$ cat config.mk
export PLATFORM = sky130hd
export DESIGN_NAME = fifo_stream_reader
export DESIGN_NICKNAME = d
export VERILOG_FILES = /design/src/rtl/fifo_stream_reader.sv
export SDC_FILE = /design/constraint.sdc
export NUM_CORES = 1
export LEC_CHECK = 0
export CAP_MARGIN = 20
export CORE_UTILIZATION = 54
export CTS_CLUSTER_DIAMETER = 60
export CTS_CLUSTER_SIZE = 12
export DETAILED_ROUTE_END_ITERATION = 12
export GPL_ROUTABILITY_DRIVEN = 1
export HOLD_SLACK_MARGIN = 0.02
export PLACE_DENSITY = 0.77
export SYNTH_ARGS = -nofsm -noshare
export SYNTH_HDL_FRONTEND = slang
export SYNTH_SLANG_ARGS = --single-unit
$ cat constraint.sdc
create_clock -name clk -period 2.29 [get_ports clk]
set_input_delay 0.458 -clock clk [delete_from_list [all_inputs] [get_ports clk]]
set_output_delay 0.458 -clock clk [all_outputs]
set_load 0.01 [all_outputs]
$ cat src/rtl/fifo_stream_reader.sv
// Read-side engine for the synchronous FIFO: issues credit-limited reads and
// presents the returned words as a framed valid/ready stream via a 3-entry buffer.

module fifo_stream_reader_chk (
    input  logic       clk,
    input  logic       rst,
    input  logic [1:0] buf_count,
    input  logic       inflight,
    input  logic       pop
);

    // A captured word must always find a free slot in the buffer
    a_no_overflow: assert property (@(posedge clk) disable iff (rst)
        !((buf_count == 2'd3) && inflight && !pop));

endmodule

module fifo_stream_reader #(
    parameter int DATA_WIDTH = 8,
    parameter int BURST_LEN  = 4
) (
    input  logic                  clk,
    input  logic                  rst,
    input  logic                  en,
    input  logic                  fifo_empty,
    input  logic [DATA_WIDTH-1:0] fifo_rd_data,
    output logic                  fifo_rd_en,
    output logic                  m_valid,
    input  logic                  m_ready,
    output logic [DATA_WIDTH-1:0] m_data,
    output logic                  m_last,
    output logic [1:0]            buf_count,
    output logic                  busy
);

    // BURST_LEN is legal over 1..256, so the final beat index always fits in 8 bits
    localparam logic [7:0] LAST_BEAT = 8'(BURST_LEN - 1);

    function automatic logic [1:0] ptr_inc(input logic [1:0] ptr);
        logic [1:0] nxt;
        case (ptr)
            2'd0:    nxt = 2'd1;
            2'd1:    nxt = 2'd2;
            default: nxt = 2'd0;
        endcase
        return nxt;
    endfunction

    logic [DATA_WIDTH-1:0] buf_mem_r [0:2];
    logic [1:0]            wr_ptr_r;
    logic [1:0]            rd_ptr_r;
    logic [1:0]            count_r;
    logic                  inflight_r;
    logic [7:0]            beat_cnt_r;

    logic                  rd_en_s;
    logic                  credit_ok_s;
    logic                  push_s;
    logic                  pop_s;
    logic [1:0]            count_next_s;
    logic [7:0]            beat_next_s;
    logic [DATA_WIDTH-1:0] m_data_s;

    // Credit check uses registered occupancy only, so m_ready never reaches fifo_rd_en
    always_comb begin
        credit_ok_s = (({1'b0, count_r} + {2'b00, inflight_r}) < 3'd3);
        if (en && !rst && !fifo_empty && credit_ok_s) begin
            rd_en_s = 1'b1;
        end else begin
            rd_en_s = 1'b0;
        end
    end

    assign push_s = inflight_r;
    assign pop_s  = (count_r != 2'd0) && m_ready;

    // Occupancy update; a simultaneous capture and pop leaves the count unchanged
    always_comb begin
        case ({push_s, pop_s})
            2'b10:   count_next_s = count_r + 2'd1;
            2'b01:   count_next_s = count_r - 2'd1;
            default: count_next_s = count_r;
        endcase
    end

    // Beat counter advances only on handshakes and wraps at the burst boundary
    always_comb begin
        if (pop_s) begin
            if (beat_cnt_r == LAST_BEAT) begin
                beat_next_s = 8'd0;
            end else begin
                beat_next_s = beat_cnt_r + 8'd1;
            end
        end else begin
            beat_next_s = beat_cnt_r;
        end
    end

    // Buffer storage, pointers, in-flight flag and beat counter
    always_ff @(posedge clk) begin
        if (rst) begin
            buf_mem_r[0] <= {DATA_WIDTH{1'b0}};
            buf_mem_r[1] <= {DATA_WIDTH{1'b0}};
            buf_mem_r[2] <= {DATA_WIDTH{1'b0}};
            wr_ptr_r     <= 2'd0;
            rd_ptr_r     <= 2'd0;
            count_r      <= 2'd0;
            inflight_r   <= 1'b0;
            beat_cnt_r   <= 8'd0;
        end else begin
            if (push_s) begin
                buf_mem_r[wr_ptr_r] <= fifo_rd_data;
                wr_ptr_r            <= ptr_inc(wr_ptr_r);
            end
            if (pop_s) begin
                rd_ptr_r <= ptr_inc(rd_ptr_r);
            end
            count_r    <= count_next_s;
            inflight_r <= rd_en_s;
            beat_cnt_r <= beat_next_s;
        end
    end

    // Head word is forced to zero while the buffer is empty
    always_comb begin
        if (count_r != 2'd0) begin
            m_data_s = buf_mem_r[rd_ptr_r];
        end else begin
            m_data_s = {DATA_WIDTH{1'b0}};
        end
    end

    assign fifo_rd_en = rd_en_s;
    assign m_valid    = (count_r != 2'd0);
    assign m_data     = m_data_s;
    assign m_last     = (count_r != 2'd0) && (beat_cnt_r == LAST_BEAT);
    assign buf_count  = count_r;
    assign busy       = (count_r != 2'd0) || inflight_r;

    fifo_stream_reader_chk u_chk (
        .clk       (clk),
        .rst       (rst),
        .buf_count (count_r),
        .inflight  (inflight_r),
        .pop       (pop_s)
    );

endmodule

==> impl_metrics.ini, run 1 <==
[hold_path]
hold_path_end = beat_cnt_r[1]
hold_depth = 2
hold_path_class = reg2reg
min_from = beat_cnt_r[1]

[critical_path]
slowest_stage = or4b_1
end_kind = output pin
path_class = reg2out
worstPathCellList = ha_1 -> ha_1 -> or4b_1 -> a21oi_2 -> buf_2
path_max_fanout = 2
crit_top_cell = ha_1
regToRegSetupSlack_ns = 0.63
r2r_end = buf_count[1]
cp_num_buf_inv = 1
crit_start = buf_count[0]
cpPeakStageDelay_ns = 0.51
arrival_ns = 1.76
cp_top_family = simple AND/OR/NAND/NOR gates
startpoint_type = flip-flop
r2r_cells = 6
worstReg2RegStart = buf_count[1]
worstPathRequired_ns = 1.83

[sta]
setup-violations-final = 0
finalHoldViolations = 0
fmax_mhz = 452
tightest_slew_ns = 0.445
worst_slack_ns = 0.0765
skew_ns = 0.00494
fin_crit_sh_pct = 96.7
rsz0062_at_grt = no
period_needed_ns = 2.21
tns_ns = 0
drv_slew = 0
slew_headroom_pct = 70.4

[clocking]
path_clk_slew_ns = 0.08
insertion_delay_ns = 0.30
cts_tree = yes
cts_buffers = 5
htree_levels = 2
clock_sinks = 49
clk_path_buf_depth = 2
cts_root_buf = clkbuf_8

[grt]
antenna_found_initial = 0
grt_pass1_vias = 1437
grt_usage_pct = 22.3
grt-ovfl-total = 0
grt_max_degree = 15
grt_pass1_wl_mm = 6.82

[finish]
nFillCells = 285
drive_above_1_share_pct = 20.5
diodes = 0
multiInputGateArea_sq_um = 857
register_area_sq_mm = 0.00131
area_growth_pct = 25.3
nNetsFinal = 226

[power]
ir_drop_uv = 448
pwr_density_cell_mw_per_mm2 = 710
p_total_mw = 1.93
p_leak_nw = 1.03

[die]
start_util_pct = 57.8
io_pins = 27
die_x_um = 65.3
die_h_um = 65.3
core_area_sq_mm = 0.00374
rows = 22
dieArea_sq_mm = 0.00426

[placement]
place_worst_setup_slack_ns = -0.296
place_hpwl_mm = 2.90
placement.io_buffers = 26
gp_congestion = 0.780

[yosys]
syn_nets = 180
synth_edf_count = 32
synth_top_cell_area_share_pct = 44.4
synth_most_common_cell = edfxtp_1
synthArstFlopShare_pct = 0
synth_top_area_cell = edfxtp_1
synth_cells = 163
yosys-top-cells-area = edfxtp_1 (44%), dfxtp_1 (16%), mux4_2 (8.3%)
synth_top_flop_cell = edfxtp_1
seq_area_frac_synth_pct = 60.2
syn-cell-area_sq_mm = 0.00216
postSynthAreaPerCell_sq_um = 13.3
ys.warnings.count = 0
synth_common_cells = edfxtp_1 (32), and2_1 (24), dfxtp_1 (17)
synth-seq-cells = 49
ys_types = 36

[routing]
vias_per_cell = 5.53
first_pass_iters = 4
ant_nets = 0
wl_per_cell_um = 16.1
drt-initial-drc-count = 78
route.detailed.drc = 0
wirelength_mm = 4.16
num_vias = 1426

[job]
maxCapViolCount = 0

[run_status]
status = finished, final reports clean
## cells by family after synthesis
family | after synthesis | synth area share, %
buffers and inverters | 6 | 1.10
AND/OR/NAND/NOR | 69 | 20.0
AO/OA/AOI/OAI | 23 | 6.48
XOR/XNOR | 4 | 1.62
multiplexers | 8 | 8.33
adder cells (fa/ha/maj) | 4 | 2.31
flip-flops | 49 | 60.2
## per-layer routing
layer | share of wire, % | vias up | global-route usage (%)
met1 | 45 | 699 | 28.9
li1 | - | 697 | -
met3 | 3.3 | 5 | 4.17
met5 | 0 | - | 0
met4 | 1.0 | 0 | 8.97
met2 | 50 | 25 | 36.7
## placed cells by master, fill, tap and decap left out, types with 2 or more instances in the layout
cell type / netlist / layout
and2_1: 24 / 24
nor2_1: 6 / 6
clkbuf_8: 0 / 5
clkdlybuf4s50_1: 0 / 16
dlygate4sd2_1: 0 / 8
nand2_1: 8 / 8
or3_1: 6 / 6
dfxtp_1: 17 / 14
or2_1: 3 / 3
inv_2: 2 / 2
nor2b_1: 8 / 8
xnor2_1: 2 / 2
xor2_1: 2 / 2
edfxtp_1: 32 / 32
dfxtp_2: 0 / 3
buf_4: 0 / 15
ha_1: 4 / 4
o21ai_0: 5 / 5
a21oi_1: 13 / 12
mux4_2: 8 / 8
nand4_1: 2 / 2
## layout make-up
cell class	instances	share of cell area, %
Sequential cell	49	48.1
Multi-Input combinational cell	108	31.6
Timing Repair Buffer	42	13.7
Clock buffer	6	2.68
Tap cell	48	2.22
Clock inverter	2	1.25
Inverter	3	0.415
## report_power, final
part / switching, mW / internal (mW) / leakage, nW / total [mW]
registers: 0.0216 / 0.977 / 0.459 / 0.998
clock network: 0.277 / 0.323 / 0.0528 / 0.599
logic: 0.155 / 0.173 / 0.522 / 0.329
## metrics by stage
step	hold WS [ns]	area, sq um	instances	util [%]
6_report	0.500	2710	258	72.4
3_5_place_dp	0.482	2580	249	69.0
5_1_grt	0.519	2710	258	72.4
4_1_cts	0.486	2700	257	72.1
3_3_place_gp	0.464	2580	249	69.0
2_1_floorplan	0.452	2160	163	-
## tightest hold or removal path, delay by kind of cell (launching register included)
kind,cells,cell delay (ns)
DFF,1,0.35
and+or+nand+nor,1,0.06
AOI/OAI and AO/OA,1,0.06
## state kept, by name, summed over array words and instances (netlist names), named ones only
name and flops:
buf_count 2, beat_cnt_r 8, rd_ptr_r 2, inflight_r 1, wr_ptr_r 2, buf_mem_r 32
## how the worst max path moves through the flow
stage | to | slack [ns] | cells after the start
after floorplan | fifo_rd_en | 0.33 | 4
after global placement | fifo_rd_en | -0.29 | 4
after detailed placement | fifo_rd_en | -0.30 | 4
after CTS | m_last | 0.03 | 4
after global routing | fifo_rd_en | 0.002 | 5
final | fifo_rd_en | 0.08 | 5
## what timing repair did
item / 4_1_cts / 5_1_grt
setup buffers: 0 / 1
cloned: 0 / 0
hold endpoints to repair: 0 / 0
resized for setup: 18 / 2
hold buffers: 0 / 0
setup endpoints to repair: 10 / 2
No activity file was read; power rests on OpenSTA's default activity.
==> run 2: changes to the inputs <==
Settings changed: CORE_UTILIZATION 54 to 62, DONT_BUFFER_PORTS set to 1, GPL_TIMING_DRIVEN set to 0.
==> run 2 against run 1 <==
  * Largest cell class unchanged
  * Clock-buffer cell count is 1 lower
  * Total power is 16% lower
  * Clock skew is 0.0046 ns higher
  * Largest power group unchanged
  * Critical path depth is 1 lower
  * First-iteration DRC count is 6.4% higher
  * Flip-flop and latch count stayed put
  * Global-route usage is 0.80 points lower
  * Final area is 15% lower
  * Sequential share of layout area is 8.3 points higher
==> impl_metrics.ini, run 2 (same netlist as run 1, synthesis figures left out) <==
[power]
pwr_density_cell_mw_per_mm2 = 700
seqPwrFrac_pct = 62.6
pwr-share-clk_pct = 24.5
p_sw_share_pct = 26.7
power.internal_mw = 1.19
p_comb_share_pct = 12.9
p_leak_nw = 0.784
p_total_mw = 1.62
ir_drop_uv = 400
p_sw_mw = 0.432

[grt]
grt-ovfl-total = 0
grt_usage_pct = 21.5
grt_max_degree = 17
grt_pass1_wl_mm = 5.48
grt_pass1_vias = 1188
antenna_found_initial = 0

[routing]
num_vias = 1308
wl_per_cell_um = 16.7
drt-initial-drc-count = 83
ant_nets = 0
wirelength_mm = 3.62
vias_per_cell = 6.03
route.detailed.drc = 0
first_pass_iters = 4

[die]
start_util_pct = 64.8
die_x_um = 61.1
rows = 21
io_pins = 27
die_h_um = 61.1
core_area_sq_mm = 0.00334
dieArea_sq_mm = 0.00373

[critical_path]
path_max_fanout = 8
cp_num_buf_inv = 0
cp.depth = 4
regToRegSetupSlack_ns = 0.29
crit_path_end = fifo_rd_en
worstReg2RegStart = inflight_r
cpPeakStageDelay_ns = 0.54
worstPathRequired_ns = 1.83
startpoint_type = flip-flop
r2r_end = buf_mem_r[0][7]
cp_top_family = simple AND/OR/NAND/NOR gates
end_kind = output pin
path_class = reg2out
slowest_stage = or4b_4
arrival_ns = 1.80
r2r_cells = 3
crit_start = buf_count[0]
worstPathCellList = ha_4 -> ha_1 -> or4b_4 -> a21oi_4

[finish]
top_register = buf_mem_r
reg_top3 = buf_mem_r x32, beat_cnt_r x8
drive_above_1_share_pct = 17.5
final_common_cell = edfxtp_1
diodes = 0
nNetsFinal = 187
largest_reg_flops = 32
final_cell_mix = edfxtp_1 (32), and2_1 (24), dfxtp_1 (15)
area_growth_pct = 7.00

[sta]
skew_ns = 0.00955
period_needed_ns = 2.26
drv_slew = 0
rsz0062_at_grt = yes
finalHoldViolations = 0
holdWs_ns = 0.179
tightest_slew_ns = 0.805
fin_crit_sh_pct = 98.5
setup-violations-final = 0
fmax_mhz = 443
slew_headroom_pct = 45.9

[clocking]
cts_root_buf = clkbuf_4
hold_buffers = 0
clock_sinks = 49
clk_path_buf_depth = 2
insertion_delay_ns = 0.36
cts_buffers = 5
post_cts_buffers = 0
htree_levels = 2
cts_tree = yes
path_clk_slew_ns = 0.14

[placement]
gp_congestion = 0.716
place_hpwl_mm = 2.49
placement.io_buffers = 0

[hold_path]
hold_path_class = in2reg

[run_status]
status = finished, final reports clean

[job]
maxCapViolCount = 0
run 2: area by class of cell:
class | count | area, sq um
Buffer | 3 | 12.5
Sequential cell | 49 | 1310
Fill cell | 256 | 1020
Inverter | 3 | 11.3
Tap cell | 46 | 57.6
Multi-Input combinational cell | 108 | 868
Clock buffer | 5 | 37.5
Clock inverter | 3 | 21.3
run 2: per-layer routing:
metal  GRT usage [%]  part of all wire (%)  wire length, um
met1            26.5                    42             1520
met2            35.9                    52             1880
met3            6.93                   4.8              174
met4            7.14                   1.2               44
met5               0                     0                0
run 2: per-stage QoR:
stage	utilization [%]	cell area (sq um)	worst slack [ns]	cells	TNS [ns]
global route	69.4	2310	-0.0188	217	-0.0317
global placement	66.6	2220	0.258	209	0
finish	69.4	2310	0.0349	217	0
floorplan	-	2160	0.328	163	0
CTS	68.7	2290	0.00173	217	0
detailed placement	66.6	2220	0.219	209	0
run 2: how the worst min path moves through the flow:
stage	end	startpoint	cells past startpoint	slack, ns
3_3_place_gp	beat_cnt_r[7]	beat_cnt_r[7]	2	0.47
2_1_floorplan	beat_cnt_r[7]	beat_cnt_r[7]	2	0.45
3_5_place_dp	rd_ptr_r[1]	rd_ptr_r[1]	2	0.48
6_report	buf_mem_r[3][1]	fifo_rd_data[1]	0	0.18
5_1_grt	buf_mem_r[3][1]	fifo_rd_data[1]	0	0.16
4_1_cts	buf_mem_r[3][1]	fifo_rd_data[1]	0	0.17
run 2: what timing repair did:
| item | 4_1_cts | 5_1_grt |
|---|---|---|
| endpoints found under the setup margin | 2 | 2 |
| resized for setup | 5 | 4 |
| pin swaps | 0 | 2 |
run 2: power groups by stage:
stage	clock network, mW	logic, mW	registers, mW
2_1_floorplan	0	0.161	1.02
3_3_place_gp	0	0.190	1.03
3_5_place_dp	0	0.199	1.03
4_1_cts	0.402	0.203	1.01
5_1_grt	0.430	0.236	1.02
6_report	0.396	0.210	1.01
